==> src/rtl/rr_merge_nbit_x4.sv <==
// ============================================================================
// Module   : rr_merge_nbit_x4
// Brief    : Four-channel round-robin merge onto one registered valid/ready
//            stream with source index. Optional per-channel accept counters
//            (cnt_a..cnt_d) are built when RR_MERGE_GRANT_CNT_EN is defined.
// Revision : 1.0 - initial release
// ============================================================================
`default_nettype none

module rr_merge_nbit_x4 #(
  parameter int BUS_WIDTH = 8
) (
  input  logic                 clk,
  input  logic                 reset,
`ifdef RR_MERGE_GRANT_CNT_EN
  output logic [15:0]          cnt_a,
  output logic [15:0]          cnt_b,
  output logic [15:0]          cnt_c,
  output logic [15:0]          cnt_d,
`endif
  input  logic [BUS_WIDTH-1:0] a,
  input  logic                 a_valid,
  output logic                 a_ready,
  input  logic [BUS_WIDTH-1:0] b,
  input  logic                 b_valid,
  output logic                 b_ready,
  input  logic [BUS_WIDTH-1:0] c,
  input  logic                 c_valid,
  output logic                 c_ready,
  input  logic [BUS_WIDTH-1:0] d,
  input  logic                 d_valid,
  output logic                 d_ready,
  output logic [BUS_WIDTH-1:0] y,
  output logic                 y_valid,
  input  logic                 y_ready,
  output logic [1:0]           sel
);

  logic [BUS_WIDTH-1:0] r_y;
  logic                 r_y_valid;
  logic [1:0]           r_sel;
  logic [1:0]           r_rr_ptr;

  logic [3:0]           w_valid;
  logic                 w_load_en;
  logic                 w_found;
  logic [1:0]           w_grant;
  logic                 w_accept;
  logic [BUS_WIDTH-1:0] w_data;

  assign w_valid   = {d_valid, c_valid, b_valid, a_valid};
  assign w_load_en = !r_y_valid || y_ready;

  // First requester at or after the pointer, wrapping modulo 4.
  always_comb begin
    logic [1:0] w_idx;
    w_grant = r_rr_ptr;
    w_found = 1'b0;
    w_idx   = r_rr_ptr;
    for (int i = 0; i < 4; i++) begin
      w_idx = r_rr_ptr + 2'(i);
      if (!w_found && w_valid[w_idx]) begin
        w_grant = w_idx;
        w_found = 1'b1;
      end
    end
  end

  always_comb begin
    w_data = a;
    case (w_grant)
      2'd0:    w_data = a;
      2'd1:    w_data = b;
      2'd2:    w_data = c;
      default: w_data = d;
    endcase
  end

  assign w_accept = w_load_en && w_found && !reset;

  assign a_ready = w_accept && (w_grant == 2'd0);
  assign b_ready = w_accept && (w_grant == 2'd1);
  assign c_ready = w_accept && (w_grant == 2'd2);
  assign d_ready = w_accept && (w_grant == 2'd3);

  always_ff @(posedge clk) begin
    if (reset) begin
      r_y       <= '0;
      r_y_valid <= 1'b0;
      r_sel     <= 2'd0;
      r_rr_ptr  <= 2'd0;
    end else if (w_load_en) begin
      if (w_found) begin
        r_y       <= w_data;
        r_sel     <= w_grant;
        r_y_valid <= 1'b1;
        r_rr_ptr  <= w_grant + 2'd1;
      end else begin
        r_y_valid <= 1'b0;
      end
    end
  end

  assign y       = r_y;
  assign y_valid = r_y_valid;
  assign sel     = r_sel;

`ifdef RR_MERGE_GRANT_CNT_EN
  localparam logic [15:0] c_CNT_MAX = 16'hFFFF;

  logic [15:0] r_cnt [4];

  always_ff @(posedge clk) begin
    for (int i = 0; i < 4; i++) begin
      if (reset) begin
        r_cnt[i] <= '0;
      end else if (w_accept && (w_grant == 2'(i)) && (r_cnt[i] != c_CNT_MAX)) begin
        r_cnt[i] <= r_cnt[i] + 16'd1;
      end
    end
  end

  assign cnt_a = r_cnt[0];
  assign cnt_b = r_cnt[1];
  assign cnt_c = r_cnt[2];
  assign cnt_d = r_cnt[3];
`endif

endmodule

`default_nettype wire

==> config.mk <==
export PLATFORM = sky130hd
export DESIGN_NAME = rr_merge_nbit_x4
export DESIGN_NICKNAME = d
export VERILOG_FILES = /design/src/rtl/rr_merge_nbit_x4.sv
export SDC_FILE = /design/constraint.sdc
export NUM_CORES = 1
export LEC_CHECK = 0
export ABC_AREA = 1
export CAP_MARGIN = 40
export CORE_ASPECT_RATIO = 0.7
export CORE_UTILIZATION = 41
export CTS_CLUSTER_DIAMETER = 80
export CTS_CLUSTER_SIZE = 10
export DETAILED_ROUTE_END_ITERATION = 8
export HOLD_SLACK_MARGIN = 0.12
export PLACE_DENSITY_LB_ADDON = 0.15
export SYNTH_ARGS = -nofsm -noshare
export SYNTH_HDL_FRONTEND = slang
export SYNTH_SLANG_ARGS = --single-unit
export TNS_END_PERCENT = 50
==> constraint.sdc <==
create_clock -name clk -period 2.4 [get_ports clk]
set_input_delay 0.36 -clock clk [delete_from_list [all_inputs] [get_ports clk]]
set_output_delay 0.36 -clock clk [all_outputs]
set_load 0.005 [all_outputs]
==> results of run 1 <==
## synthesized netlist by cell type
cell type | n | area share
o21ai_0 | 4 | 0.017
o22ai_1 | 8 | 0.044
dfxtp_1 | 13 | 0.23
o21ai_1 | 4 | 0.017
a21oi_2 | 1 | 0.0076
buf_2 | 1 | 0.0044
inv_2 | 1 | 0.0033
a21oi_1 | 1 | 0.0044
a22o_1 | 8 | 0.061
nand2_4 | 2 | 0.020
buf_4 | 1 | 0.0065
nor2_1 | 8 | 0.026
nor2_4 | 1 | 0.0098
nand2_2 | 4 | 0.022
clkbuf_1 | 4 | 0.013
nand4_1 | 2 | 0.011
inv_1 | 20 | 0.065
buf_6 | 4 | 0.039
nand3_2 | 1 | 0.0087
ha_1 | 5 | 0.055
nand3_1 | 19 | 0.083
nand2_1 | 58 | 0.19
o21ai_4 | 1 | 0.014
o21ai_2 | 6 | 0.046
inv_4 | 1 | 0.0055
## how the worst max path moves through the flow
stage                         end        start  slack [ps]  cells after the start
after floorplan              y[4]  r_rr_ptr[1]         140                     17
after global placement    a_ready      b_valid        -470                     14
after detailed placement  b_ready      b_valid        -650                     14
after CTS                    y[0]  r_rr_ptr[0]         -30                     17
after global routing      d_ready  r_rr_ptr[0]        -160                     14
final                     d_ready  r_rr_ptr[0]        -110                     14
## registers in the layout, indices dropped and copies added (netlist names)
name / cells
sel: 2
r_rr_ptr: 2
y_valid: 1
y: 8
## through the flow
stage / setup WS [ps] / instance area, um2 / instances / util
6_report: -106 / 2270 / 292 / 0.888
5_1_grt: -156 / 2270 / 292 / 0.888
4_1_cts: -28.0 / 2050 / 290 / 0.804
3_5_place_dp: -646 / 1830 / 278 / 0.718
3_3_place_gp: -467 / 1830 / 278 / 0.718
2_1_floorplan: 144 / 1150 / 178 / -
## layout make-up
cell class / instances / share of cell area
repair buffers: 86 / 0.352
well taps: 34 / 0.0188
multi-input cells: 133 / 0.446
inverters: 22 / 0.0453
flip-flops and latches: 13 / 0.118
clock buffers: 4 / 0.0199
## power groups by stage
stage / sequential, mW / combinational [mW] / clock (mW)
final: 0.374 / 3.03 / 0.195
after global routing: 0.381 / 3.17 / 0.209
after floorplan: 0.340 / 1.17 / 0
after detailed placement: 0.351 / 1.96 / 0
after CTS: 0.365 / 2.31 / 0.196
after global placement: 0.345 / 1.88 / 0
## per-layer routing
metal  vias to the layer above  GRT usage  part of all wire
li1                        743          -                 -
met1                       755      0.384              0.41
met2                       105      0.511              0.49
met3                        15     0.0347             0.080
met4                         0     0.0957             0.022
met5                         -          0                 0
## kinds of logic (layout without fill, tap and decap cells)
logic type | Yosys count | in the layout | share of synthesized area
simple gates | 95 | 95 | 0.370
flops | 13 | 13 | 0.227
compound gates | 33 | 33 | 0.212
buf+inv | 32 | 112 | 0.137
fa+ha+maj | 5 | 5 | 0.0545
## timing repair
item                                    4_1_cts  5_1_grt
resized for setup                            57       51
pin swaps                                    12       36
cloned                                        1        0
setup buffers                                 7        2
endpoints found under the setup margin       12       12
## critical path, stage by stage, from the launching register on
cell and delay [ps]:
dfxtp_4 420, buf_16 140, nand2_2 70, nand3_1 130, nand2_2 100, inv_2 90, buf_4 120, nand3_1 80
nand2_1 120, nand2_4 100, inv_4 110, ha_4 140, inv_1 40, nor2_1 100, buf_2 130
==> impl_summary.log, run 1 <==
[metrics] number of slew-limit violations in the final report: 0
[metrics] GRT Residual Overflow: 0
[metrics] synth-to-layout area growth: 97.5%
[metrics] Hold Path Origin: y[7]
[metrics] number of antenna violations at the first check in global routing: 0
[metrics] Final Hold Fails: 0
[metrics] DRC violations left: 0
[metrics] buffer depth of the longest clock path: 2
[metrics] clock tree from TritonCTS: built
[metrics] violation count after the first detailed-route iteration: 178
[metrics] worst min-delay path category: flop to flop
[metrics] Synth cell types: 25
[metrics] final layout net count: 303
[metrics] Max Cap Viol: 0
[metrics] number of clock sinks: 13
[metrics] area of the multi-input gates: 1010 um2
[metrics] Routed Wire Length: 5090 um
[metrics] clock-pin transition on the worst setup and hold timing paths: 60 ps
[metrics] Worst Hold Depth: 2
[metrics] FF-to-FF End: y[0]
[metrics] Die Wd: 65.2 um
[metrics] PnR worst setup slack: -106 ps
[metrics] post-route clock skew: 3.05 ps
[metrics] commonest non-fill, non-tap cell in the layout: clkdlybuf4s50_1
[metrics] All-Layer GR Usage: 0.294
[metrics] cells on worst reg2reg path: 15
[metrics] number of setup violations in the final report: 9
[metrics] commonest cells after routing, fill and taps aside: clkdlybuf4s50_1 (45), nand2_1 (34), buf_4 (29), nand2_2 (17), nand2_4 (13)
[metrics] via count: 1618
[metrics] via count of the first global-routing pass: 1395
[metrics] gate count after technology mapping: 178
[metrics] proportion of power drawn by the clock network: 0.054
[metrics] switching power summed over all nets: 1.77 mW
[metrics] layout cell share with drive strength beyond 1: 0.442
[metrics] number of buffers added by the clock tree synthesis step: 3
[metrics] later-pin clock latency in the skew report: 240 ps
[metrics] final hold slack: 481 ps
[metrics] fill cell count: 119
[metrics] Sw Ratio: 0.493
[metrics] proportion of synthesized chip area in sequential cells: 0.227
[metrics] global-route wire length before repair: 6530 um
[metrics] Cell Int Power: 1.83 mW
[metrics] CTS H-tree lvls: 1
[metrics] achievable clock frequency: 0.399 GHz
[metrics] power per cell area: 1590 nW/um2
[metrics] part of the total power dissipated in sequential elements: 0.104
[metrics] netlist area before placement: 1150 um2
[metrics] final clock period utilization by the worst path: 1.04
[metrics] critical-path maximum fanout: 5
[metrics] y dimension of the die: 46.3 um
[metrics] reg-to-reg setup timing slack: -50 ps
[metrics] post-cts hold buffer count: 0
[metrics] WP data required: 2040 ps
[metrics] post-DP HPWL: 2890 um
[metrics] kind of capture point of the worst setup path: primary output
[metrics] flip-flop and latch area: 268 um2
[metrics] relative contribution of combinational cells to total power: 0.842
[metrics] Synth Net Count: 222
[metrics] Clk Tree Root Cell: clkbuf_8
[metrics] static leakage power: 1.05 nW
[metrics] std cell rows: 15
[metrics] run status: finished, violations left
[metrics] Worst EP arrival: 2150 ps
[metrics] pin count of the biggest net entering global routing: 12
[metrics] RSZ-0062 raised after global routing: true
[metrics] CP Launch Type: flop
[metrics] Period minus WS final: 2510 ps
[metrics] total power draw: 3.60 mW
[metrics] RD Place Congestion: 0.868
[metrics] violations in the final reports: setup timing
[metrics] Critical R2R Launch: r_rr_ptr[0]
[metrics] Tightest Pin Transition: 278 ps
[metrics] antenna violation net count after detailed routing: 0
[metrics] total die area: 3020 um2
[metrics] number of synthesis warnings: 0
[metrics] Endpoint, Worst Hold: y[7]
[metrics] area inside the core boundary: 2550 um2
[metrics] type of the worst setup path: flop to primary output
[metrics] antenna cells: 0
[metrics] setup total negative slack: -400 ps
[metrics] WL per Instance: 17.4 um
[metrics] Max VDD drop: 1.01 mV
[metrics] mean number of vias per cell: 5.54
[metrics] normalized max-slew margin: 0.813
[metrics] synthesized area divided by synthesized cell count: 6.45 um2
[metrics] effective utilization at floorplan: 0.450
[metrics] # port buffers: 53
[metrics] drt pass-1 iters: 4
[metrics] Seq cells post-synth: 13
[metrics] Ports: 54
No activity file was read; power rests on OpenSTA's default activity.
==> run 2: changes to the inputs <==
--- a/config.mk
+++ b/config.mk
@@ -17,4 +17,4 @@
 export SYNTH_ARGS = -nofsm -noshare
 export SYNTH_HDL_FRONTEND = slang
 export SYNTH_SLANG_ARGS = --single-unit
-export TNS_END_PERCENT = 50
+export TNS_END_PERCENT = 30
==> run 2 against run 1 <==
  * Largest power group unchanged
  * Worst hold slack barely moved
  * Wire length hardly changed
  * Register-to-register slack hardly changed
  * The run still ends with setup timing left
  * Flip-flop and latch count stayed put
  * Clock skew fell by 2.1 ps
  * Worst setup slack lost 29 ps
  * Clock power barely moved
==> impl_summary.log, run 2 (synthesis gave the netlist of run 1 again) <==
[metrics] violations in the final reports: setup timing
[metrics] DRC violations left: 0 (unchanged)
[metrics] All-Layer GR Usage: 0.294 (unchanged)
[metrics] achievable clock frequency: 0.394 GHz (-1.2%)
[metrics] area inside the core boundary: 2550 um2 (unchanged)
[metrics] final layout net count: 303 (unchanged)
[metrics] Tightest Pin Transition: 277 ps (-0.958 ps)
[metrics] setup total negative slack: -438 ps (-37.9 ps)
[metrics] layout cell share with drive strength beyond 1: 0.442 (unchanged)
[metrics] WL per Instance: 17.5 um (about the same)
[metrics] antenna violation net count after detailed routing: 0 (unchanged)
[metrics] Die Wd: 65.2 um (unchanged)
[metrics] CTS H-tree lvls: 1 (unchanged)
[metrics] Ports: 54 (unchanged)
[metrics] clock tree from TritonCTS: built
[metrics] # port buffers: 53 (unchanged)
[metrics] commonest non-fill, non-tap cell in the layout: clkdlybuf4s50_1
[metrics] type of the worst setup path: flop to primary output
[metrics] cell family with the largest share of critical-path delay: simple AND/OR/NAND/NOR gates
[metrics] GRT Residual Overflow: 0 (unchanged)
[metrics] PnR worst setup slack: -135 ps (-29.2 ps)
[metrics] CP Launch Type: flop
[metrics] kind of capture point of the worst setup path: primary output
[metrics] number of setup violations in the final report: 8 (-1)
[metrics] run status: finished, violations left
[metrics] total power draw: 3.61 mW (+0.27%)
[metrics] cell-by-cell trace of the critical path: buf_16 > nand2_2 > nand3_1 > nand2_2 > inv_2 > buf_4 > nand3_1 > nand2_1 > nand2_4 > inv_4 > ha_4 > inv_1 > nor2_1 > buf_2
[metrics] effective utilization at floorplan: 0.450 (unchanged)
[metrics] number of buffers added by the clock tree synthesis step: 3 (unchanged)
[metrics] relative contribution of combinational cells to total power: 0.842 (about the same)
[metrics] std cell rows: 15 (unchanged)
[metrics] commonest cells after routing, fill and taps aside: clkdlybuf4s50_1 (45), nand2_1 (34), buf_4 (29), nand2_2 (17), nand2_4 (13)
[metrics] global-route wire length before repair: 6530 um (unchanged)
[metrics] buffer depth of the longest clock path: 2 (unchanged)
[metrics] via count of the first global-routing pass: 1395 (unchanged)
[metrics] static leakage power: 1.05 nW (about the same)
[metrics] RSZ-0062 raised after global routing: true
[metrics] synth-to-layout area growth: 97.5% (unchanged)
[metrics] normalized max-slew margin: 0.814 (about the same)
[metrics] switching power summed over all nets: 1.78 mW (+0.45%)
[metrics] post-route clock skew: 0.972 ps (-2.08 ps)
[metrics] WP data required: 2040 ps (about the same)
[metrics] via count: 1604 (-0.87%)
[metrics] Cell Int Power: 1.83 mW (+0.10%)
[metrics] Max VDD drop: 1.01 mV (+0.55%)
[metrics] antenna cells: 0 (unchanged)
[metrics] number of clock sinks: 13 (unchanged)
[metrics] total die area: 3020 um2 (unchanged)
[metrics] Routed Wire Length: 5100 um (about the same)
[metrics] area of the multi-input gates: 1010 um2 (unchanged)
[metrics] part of the total power dissipated in sequential elements: 0.104 (about the same)
[metrics] critical-path maximum fanout: 5 (unchanged)
[metrics] final cell count without fillers: 292 (unchanged)
[metrics] post-DP HPWL: 2890 um (unchanged)
[metrics] y dimension of the die: 46.3 um (unchanged)
[metrics] RD Place Congestion: 0.868 (unchanged)
[metrics] Final Hold Fails: 0 (unchanged)
[metrics] Sw Ratio: 0.494 (+0.000854)
[metrics] flip-flop and latch area: 268 um2 (unchanged)
[metrics] later-pin clock latency in the skew report: 240 ps (about the same)
[metrics] slowest CP cell: dfxtp_4
[metrics] final clock period utilization by the worst path: 1.06 (+0.0122)
[metrics] Max Cap Viol: 0 (unchanged)
[metrics] violation count after the first detailed-route iteration: 153 (-14%)
[metrics] max reg flops: 8 (unchanged)
[metrics] post-cts hold buffer count: 0 (unchanged)
[metrics] fill cell count: 119 (unchanged)
[metrics] number of slew-limit violations in the final report: 0 (unchanged)
[metrics] worst min-delay path category: flop to flop
[metrics] pin count of the biggest net entering global routing: 12 (unchanged)
[metrics] Period minus WS final: 2540 ps (+29.2 ps)
[metrics] clock-pin transition on the worst setup and hold timing paths: 50 ps (about the same)
[metrics] power per cell area: 1590 nW/um2 (+0.27%)
[metrics] number of cells after detailed placement: 278 (unchanged)
[metrics] Worst EP arrival: 2180 ps (+30 ps)
[metrics] mean number of vias per cell: 5.49 (-0.87%)
[metrics] number of buffer and inverter instances along the worst setup path: 6 (unchanged)
[metrics] Clk Tree Root Cell: clkbuf_8
[metrics] number of antenna violations at the first check in global routing: 0 (unchanged)
[metrics] drt pass-1 iters: 4 (unchanged)
[metrics] proportion of power drawn by the clock network: 0.054 (about the same)
[metrics] Max stage delay on crit path: 420 ps (about the same)
run 2: cell counts in the layout (fill, tap and decap cells not counted):
No cell type changed its count.
run 2: layout make-up:
cell class                 instances  area share
multi-input combinational        133       0.446
timing repair buffer              86       0.352
sequential                        13       0.118
inverter                          22      0.0453
tap                               34      0.0188
clock buffer                       4      0.0199
run 2: final timing paths:
check | startpoint | depth (start not counted) | slack, ps | end
max | r_rr_ptr[0] | 14 | -140 | d_ready
min | y[7] | 2 | 480 | y[7]
max reg2reg | r_rr_ptr[0] | 15 | -60 | y[0]
min reg2reg | y[7] | 2 | 480 | y[7]
run 2: power groups by stage:
| stage | registers [mW] | clock network, mW | logic, mW |
|---|---|---|---|
| after CTS | 0.365 | 0.196 | 2.31 |
| after floorplan | 0.340 | 0 | 1.17 |
| after global routing | 0.381 | 0.211 | 3.17 |
| final | 0.374 | 0.196 | 3.04 |
| after detailed placement | 0.351 | 0 | 1.96 |
| after global placement | 0.345 | 0 | 1.88 |
run 2: repair_timing:
action,in CTS,in global routing
setup endpoints to repair,12,12
gates cloned,1,0
buffers inserted,7,2
gates resized for setup,57,51
pin swaps,12,37
run 2: metrics by stage:
step | hold slack (ps) | util | setup slack (ps) | area [um2]
2_1_floorplan | 422 | - | 144 | 1150
3_3_place_gp | 464 | 0.718 | -467 | 1830
3_5_place_dp | 469 | 0.718 | -646 | 1830
4_1_cts | 476 | 0.804 | -28.0 | 2050
5_1_grt | 505 | 0.888 | -158 | 2270
6_report | 481 | 0.888 | -135 | 2270
run 2: tightest hold or removal path, cell delays in order, from the launching register on:
cell and delay, ps:
dfxtp_1 310, nand3_1 70, o21ai_1 50
run 2: per-layer routing:
metal,vias up,global-route usage,share of wire
met2,105,0.511,0.48
met4,0,0.0957,0.024
met1,739,0.384,0.40
li1,743,-,-
met5,-,0,0
met3,17,0.0347,0.091
